### config.mk
export PLATFORM = sky130hd
export DESIGN_NAME = rv32im_interrupt_controller
export DESIGN_NICKNAME = d
export VERILOG_FILES = /design/src/rtl/rv32im_interrupt_controller.sv
export SDC_FILE = /design/constraint.sdc
export NUM_CORES = 1
export LEC_CHECK = 0
export ABC_AREA = 1
export CORE_MARGIN = 2
export CORE_UTILIZATION = 30
export CTS_BUF_LIST = sky130_fd_sc_hd__clkbuf_4 sky130_fd_sc_hd__clkbuf_8
export CTS_CLUSTER_DIAMETER = 100
export DETAILED_ROUTE_END_ITERATION = 7
export SYNTH_ARGS = -nofsm -noshare
export SYNTH_HDL_FRONTEND = slang
export SYNTH_SLANG_ARGS = --single-unit
### constraint.sdc
create_clock -name clk_i -period 1.8 [get_ports clk_i]
set_clock_uncertainty 0.1 [all_clocks]
set_input_delay 0.36 -clock clk_i [delete_from_list [all_inputs] [get_ports clk_i]]
set_output_delay 0.36 -clock clk_i [all_outputs]
set_load 0.02 [all_outputs]
### src/rtl/rv32im_interrupt_controller.sv
// Edge-triggered interrupt controller with lowest-index priority, one-deep service
// FSM and a Wishbone-style register window (ENABLE, PENDING, STATUS).
module rv32im_interrupt_controller #(
  parameter int XLEN         = 32,
  parameter int INT_VECT_LEN = 8
) (
  input  logic                    clk_i,
  input  logic                    reset_ni,
  input  logic [INT_VECT_LEN-1:0] irq_i,
  output logic                    interrupt_trigger_o,
  output logic [XLEN-1:0]         interrupt_vector_offset_o,
  input  logic                    interrupt_routine_complete_i,
  input  logic [1:0]              adr_i,
  input  logic [XLEN-1:0]         dat_i,
  output logic [XLEN-1:0]         dat_o,
  input  logic                    stb_i,
  input  logic                    we_i,
  output logic                    ack_o
);

  typedef enum logic [0:0] {
    IDLE    = 1'b0,
    SERVICE = 1'b1
  } state_e;

  state_e                  state_q, state_d;
  logic [INT_VECT_LEN-1:0] irq_prev_q;
  logic [INT_VECT_LEN-1:0] enable_q, enable_d;
  logic [INT_VECT_LEN-1:0] pending_q, pending_d;
  logic                    trigger_q, trigger_d;
  logic [XLEN-1:0]         offset_q, offset_d;
  logic [4:0]              last_idx_q, last_idx_d;
  logic                    ack_q, ack_d;
  logic [XLEN-1:0]         dat_q, dat_d;

  logic [INT_VECT_LEN-1:0] edge_s;
  logic [INT_VECT_LEN-1:0] req_s;
  logic [INT_VECT_LEN-1:0] sel_onehot_s;
  logic [INT_VECT_LEN-1:0] disp_clr_s;
  logic [INT_VECT_LEN-1:0] w1c_s;
  logic [4:0]              sel_idx_s;
  logic                    found_s;
  logic [XLEN-1:0]         offset_calc_s;
  logic                    bus_req_s;
  logic                    bus_wr_s;
  logic [XLEN-1:0]         rdata_s;

  // Only the low INT_VECT_LEN bits of write data reach a register.
  if (XLEN > INT_VECT_LEN) begin : g_unused
    logic unused_dat_s;
    assign unused_dat_s = ^dat_i[XLEN-1:INT_VECT_LEN];
  end

  // Edge detection, request masking and lowest-index priority select.
  always_comb begin
    edge_s       = irq_i & ~irq_prev_q;
    req_s        = pending_q & enable_q;
    sel_onehot_s = '0;
    sel_idx_s    = 5'd0;
    found_s      = 1'b0;
    for (int i = 0; i < INT_VECT_LEN; i++) begin
      if (req_s[i] && !found_s) begin
        sel_onehot_s[i] = 1'b1;
        sel_idx_s       = 5'(i);
        found_s         = 1'b1;
      end else begin
        sel_onehot_s[i] = 1'b0;
      end
    end
    offset_calc_s      = '0;
    offset_calc_s[6:2] = sel_idx_s;
  end

  // Dispatch / service FSM next state.
  always_comb begin
    state_d    = state_q;
    trigger_d  = 1'b0;
    offset_d   = offset_q;
    last_idx_d = last_idx_q;
    disp_clr_s = '0;
    case (state_q)
      IDLE: begin
        if (found_s) begin
          state_d    = SERVICE;
          trigger_d  = 1'b1;
          offset_d   = offset_calc_s;
          last_idx_d = sel_idx_s;
          disp_clr_s = sel_onehot_s;
        end else begin
          state_d = IDLE;
        end
      end
      SERVICE: begin
        if (interrupt_routine_complete_i) begin
          state_d = IDLE;
        end else begin
          state_d = SERVICE;
        end
      end
      default: begin
        state_d = IDLE;
      end
    endcase
  end

  // Bus decode: a strobe is accepted only while no ack is outstanding.
  always_comb begin
    bus_req_s = stb_i & ~ack_q;
    bus_wr_s  = bus_req_s & we_i;
    enable_d  = enable_q;
    w1c_s     = '0;
    if (bus_wr_s) begin
      case (adr_i)
        2'd0: enable_d = dat_i[INT_VECT_LEN-1:0];
        2'd1: w1c_s = dat_i[INT_VECT_LEN-1:0];
        default: begin
          enable_d = enable_q;
          w1c_s    = '0;
        end
      endcase
    end else begin
      enable_d = enable_q;
      w1c_s    = '0;
    end
    // New edges are ORed in last so a set always beats a same-cycle clear.
    pending_d = (pending_q & ~disp_clr_s & ~w1c_s) | edge_s;
  end

  // Register read mux and registered bus response.
  always_comb begin
    rdata_s = '0;
    case (adr_i)
      2'd0: rdata_s[INT_VECT_LEN-1:0] = enable_q;
      2'd1: rdata_s[INT_VECT_LEN-1:0] = pending_q;
      2'd2: begin
        rdata_s[0]    = (state_q == SERVICE);
        rdata_s[12:8] = last_idx_q;
      end
      default: rdata_s = '0;
    endcase
    ack_d = bus_req_s;
    if (bus_req_s) begin
      dat_d = rdata_s;
    end else begin
      dat_d = '0;
    end
  end

  // State and output registers.
  always_ff @(posedge clk_i or negedge reset_ni) begin
    if (!reset_ni) begin
      state_q    <= IDLE;
      irq_prev_q <= '0;
      enable_q   <= '0;
      pending_q  <= '0;
      trigger_q  <= 1'b0;
      offset_q   <= '0;
      last_idx_q <= 5'd0;
      ack_q      <= 1'b0;
      dat_q      <= '0;
    end else begin
      state_q    <= state_d;
      irq_prev_q <= irq_i;
      enable_q   <= enable_d;
      pending_q  <= pending_d;
      trigger_q  <= trigger_d;
      offset_q   <= offset_d;
      last_idx_q <= last_idx_d;
      ack_q      <= ack_d;
      dat_q      <= dat_d;
    end
  end

  assign interrupt_trigger_o       = trigger_q;
  assign interrupt_vector_offset_o = offset_q;
  assign ack_o                     = ack_q;
  assign dat_o                     = dat_q;

endmodule

== Word level (Yosys, flattened, before mapping) ==
Cells that the tools add are included.

* Output and inout bits: 66
* Latch bits: 0
* Logic and storage cells: 73
* RAM bits: 0
* Memories kept: 0
* ROM bits: 0
* Bits in registers: 64
* Bits of input ports: 47

* Mux-type cells: 34
* Order comparisons: 0
* $mul: 0
* Shift operators: 0
* Equality and inequality tests: 2
* Div/mod/pow operators: 0
* Add/subtract/negate cells: 0
* Bitwise logic cells: 12
* Reduce and logical (&&, ||, !) cells: 17

{| class="wikitable"
|+ Operators by type and width
! operator !! count
|-
| $and A8 B8 Y8 || 4
|-
| $mux W8 || 4
|-
| $mux W5 || 6
|-
| $not A8 Y8 || 3
|-
| $mux W1 || 19
|-
| $pmux W7 S2 || 1
|-
| $mux W13 || 1
|-
| $or A8 B8 Y8 || 1
|-
| $logic_and A1 B1 Y1 || 7
|-
| $logic_not A1 Y1 || 7
|-
| $reduce_and A2 Y1 || 2
|-
| $pmux W1 S3 || 1
|-
| $and A1 B1 Y1 || 2
|-
| $eq A2 B1 Y1 const B || 1
|-
| $eq A2 B2 Y1 const B || 1
|-
| $logic_not A2 Y1 || 1
|-
| $mux W2 || 1
|-
| $not A1 Y1 || 2
|-
| $pmux W1 S2 || 1
|}

== Depth between registers and ports, before layout ==
* Depth after elaboration: 29
* Mapped depth: 9

== Worst setup path after synthesis ==
Ideal clock, no wire load.

* Path kind: register to register
* Start point: reg ack_q, in the netlist ack_o
* End point: reg enable_q[0]
* Setup time: 0.125 ns
* Arrival: 1.193 ns
* Setup slack: 0.382 ns
* Cell stages (with the launch flop): 6
* Data required time: 1.575 ns
* Cell sequence: dfrtp_1 -> nor2_4 -> nand2_4 -> inv_6 -> nand2_8 -> mux2_4

* Cells in the longest elaborated chain, start to end: 4

{| class="wikitable"
|+ RTL lines
! item !! RTL line !! RTL
|-
| start, declared || 33 || <nowiki>logic ack_q, ack_d;</nowiki>
|-
| start signal, assigned || 169 || <nowiki>ack_q <= ack_d;</nowiki>
|-
| $not A1 Y1 || 108 || <nowiki>bus_req_s = stb_i & ~ack_q;</nowiki>
|-
| $and A1 B1 Y1 || 108 ||
|-
| net ack_d || 33 ||
|-
| $and A1 B1 Y1 || 109 || <nowiki>bus_wr_s = bus_req_s & we_i;</nowiki>
|-
| $reduce_and A2 Y1 (no line) || n/a ||
|-
| end signal, assigned || 164 || <nowiki>enable_q <= enable_d;</nowiki>
|-
| end, declared || 28 || <nowiki>logic [INT_VECT_LEN-1:0] enable_q, enable_d;</nowiki>
|}

The timed path passes the listed nets, and every way through them passes these cells.
A chain may end at the register's enable or synchronous reset.

== Final worst setup path ==
* Start point: reg offset_q[4], in the netlist interrupt_vector_offset_o[4]
* End point: out interrupt_vector_offset_o[4]

{| class="wikitable"
|+ RTL lines
! item !! RTL line !! RTL
|-
| start, declared || 31 || <nowiki>logic [XLEN-1:0] offset_q, offset_d;</nowiki>
|-
| start signal, assigned || 167 || <nowiki>offset_q <= offset_d;</nowiki>
|-
| end, declared || 11 || <nowiki>output logic [XLEN-1:0] interrupt_vector_offset_o,</nowiki>
|}

No word-level cell between the ends.

==> out/qor.txt <==
Status = complete, no violations
TritonCTS sink count = 41
Max incr delay on CP = 610 ps
DR iter-0 viols = 68
Critical Path AT = 1240 ps
Final Non-Filler Cells = 385
Reg-to-Reg End = interrupt_vector_offset_o[4]
P_sw = 1.07 mW
Post-synthesis mux area share = 4.15%
Vias/cell = 3.93
Max Cap Viol = 0
Required @ worst endpoint = 1340 ps
Setup crit end = interrupt_vector_offset_o[4]
P&R area growth vs syn = 22.5%
Leak = 1.35 nW
Part of the power in combinational logic = 35.9%
Final Max Tran Viols = 0
Clock share of power = 20.8%
Worst hold path type = register to register
Power per cell area = 1090 nW/um2
Crit share post-route = 94.3%
DP HPWL = 3170 um
# DRC = 0
Seq/Total Area, Yosys = 47.2%
Cell-internal power = 1.84 mW
Final core utilization = 37.3%
Initial antenna violation count = 0
Post-Syn Area = 2170 um2
Largest family of logic cells by synthesized area = buffers and inverters
FP Rows = 31
Vias in the first global route = 1367
First-pass GRT wire length = 6500 um
Synth Area in Simple Gates = 18.5%
RSZ-0062 raised after global routing = false
Placer Congestion = 0.801
Final hold violations = 0
Vias = 1514
Place WS = 10.6 ps
Root Buffer = clkbuf_8
Most frequent cells in the layout = 50 x conb_1, 44 x nand2_1, 41 x dfrtp_1
Finish-stage setup viols = 0
Final wirelength = 4050 um
Total GRT Usage = 10.7%
DIE AREA = 7940 um2
Crit Path Max Fanout = 2
Total gr overflow = 0
Number of port buffers = 38
Clock transition at the registers of the reported paths = 70 ps
Reg2reg path depth = 8
Largest net degree at the start of global routing = 42
CTS tree = built
Die Ht = 89.1 um
DR WL/cell = 10.5 um
Layout cells sized above 1 = 14.7%
Synth Area in Adders = 0%
Sw frac = 36.7%
Clk Latency, worst-skew pair = 290 ps
Most common cell after layout, fill and taps aside = conb_1
CP Depth = 1
Total power = 2.90 mW
Nets = 332
Maximum VDD drop = 0.000300 V
Worst R2R Start = enable_q[0]
Placed Cells = 376
Io pins = 113
Combined buffer and inverter count along the critical path = 1
Peak Freq = 589 MHz
Critical Path, Cell by Cell = clkdlybuf4s50_1
CP Launch Point = interrupt_vector_offset_o[4]
Post-Syn Instances = 232
Setup slack after layout = 103 ps
# diodes = 0
Initial Util = 30.5%
Synth Register Bits = 41
Synth Warn # = 0
CP max-delay cell = clkdlybuf4s50_1
Compound-Gate Fraction of Synth Area = 7.66%
Sequential power share = 43.3%
Core ar. = 7140 um2
DR pass1 iterations = 4
CTS Buffer Depth = 2
Final ANT Viol Nets = 0
Synth Area in XOR/XNOR = 0%
Reg2Reg Setup Slack = 330 ps
Hold path depth = 1
Die X = 89.1 um
Crit Path Class = register to primary output
Crit start category = register
Fin crit period = 1700 ps
Post-CTS Setup Bufs = 0
Synth unique cells = 29
Avg Synthesized Cell Area = 9.37 um2
CP delay by family, top = buffers and inverters
Maximum level of the CTS H-tree = 2
TritonCTS Buffers = 5
CP endpoint kind = primary output
## final cells by class
class                   instances  area, um2
fillers                       753       4470
multi-input cells             163        846
clock buffers                   8       91.3
flip-flops and latches         41       1030
inverters                      26        103
well taps                      99        124
repair buffers                 48        473
## stage by stage
stage          TNS (ps)  area (um2)  hold WS [ps]
3_3_place_gp      -4.26        2550           246
4_1_cts               0        2660           321
6_report              0        2660           317
2_1_floorplan         0        2360         -35.6
3_5_place_dp          0        2550           246
5_1_grt               0        2660           331
## how the worst min path moves through the flow
stage,slack (ps),to,from
2_1_floorplan,-40,ack_o,reset_ni
3_3_place_gp,250,dat_o[1],reset_ni
3_5_place_dp,250,dat_o[4],reset_ni
4_1_cts,320,pending_q[0],irq_prev_q[0]
5_1_grt,330,pending_q[2],irq_prev_q[2]
6_report,320,pending_q[3],irq_prev_q[3]
## synth_stat cells, drive strengths merged
library cell,instances,share of area [%]
nor3,3,0.69
nand2,50,10
inv,26,4.7
nand3,8,2.1
o211ai,3,1.0
nor2,15,3.9
a41oi,1,0.40
o22ai,3,0.86
buf,51,18
conb,1,0.17
o21ai,8,2.0
nand4,4,1.4
a21oi,8,1.8
mux2,6,4.1
a31o,1,0.40
a31oi,1,0.29
dfrtp,41,47
o311ai,2,0.81
## state kept, by name (all words and copies together), names as in the netlist
register,flops
dat_o,11
enable_q,8
irq_prev_q,8
pending_q,8
interrupt_vector_offset_o,3
ack_o,1
interrupt_trigger_o,1
state_q,1
## layer usage
layer	GRT usage (%)	vias up	routed length, um
met4	4.34	0	76
met2	16.8	62	1920
met1	13.6	695	1740
met5	0	-	0
met3	3.79	9	316
li1	-	748	-
## cells by family after synthesis
logic type / after synthesis
buf+inv: 77
compound gates: 27
other cells: 1
mux: 6
simple gates: 80
flops: 41
## power by group through the flow
stage	logic (mW)	registers, mW	clock network [mW]
floorplan	0.726	1.31	0
global route	1.16	1.28	0.660
detailed placement	1.05	1.28	0
global placement	1.03	1.27	0
CTS	1.05	1.26	0.625
finish	1.04	1.26	0.604
## timing repair
item                                   4_1_cts  5_1_grt
hold buffers                                 1        0
gates resized for setup                      0        3
setup endpoints to repair                    0        3
endpoints found under the hold margin       41        0
## worst reg2reg max path, delay by kind of cell (launching register included)
kind               cells  cell delay (ps)
AOI/OAI and AO/OA      1               50
and+or+nand+nor        7              800
DFF                    1              410
(Power assumes the default switching activity.)
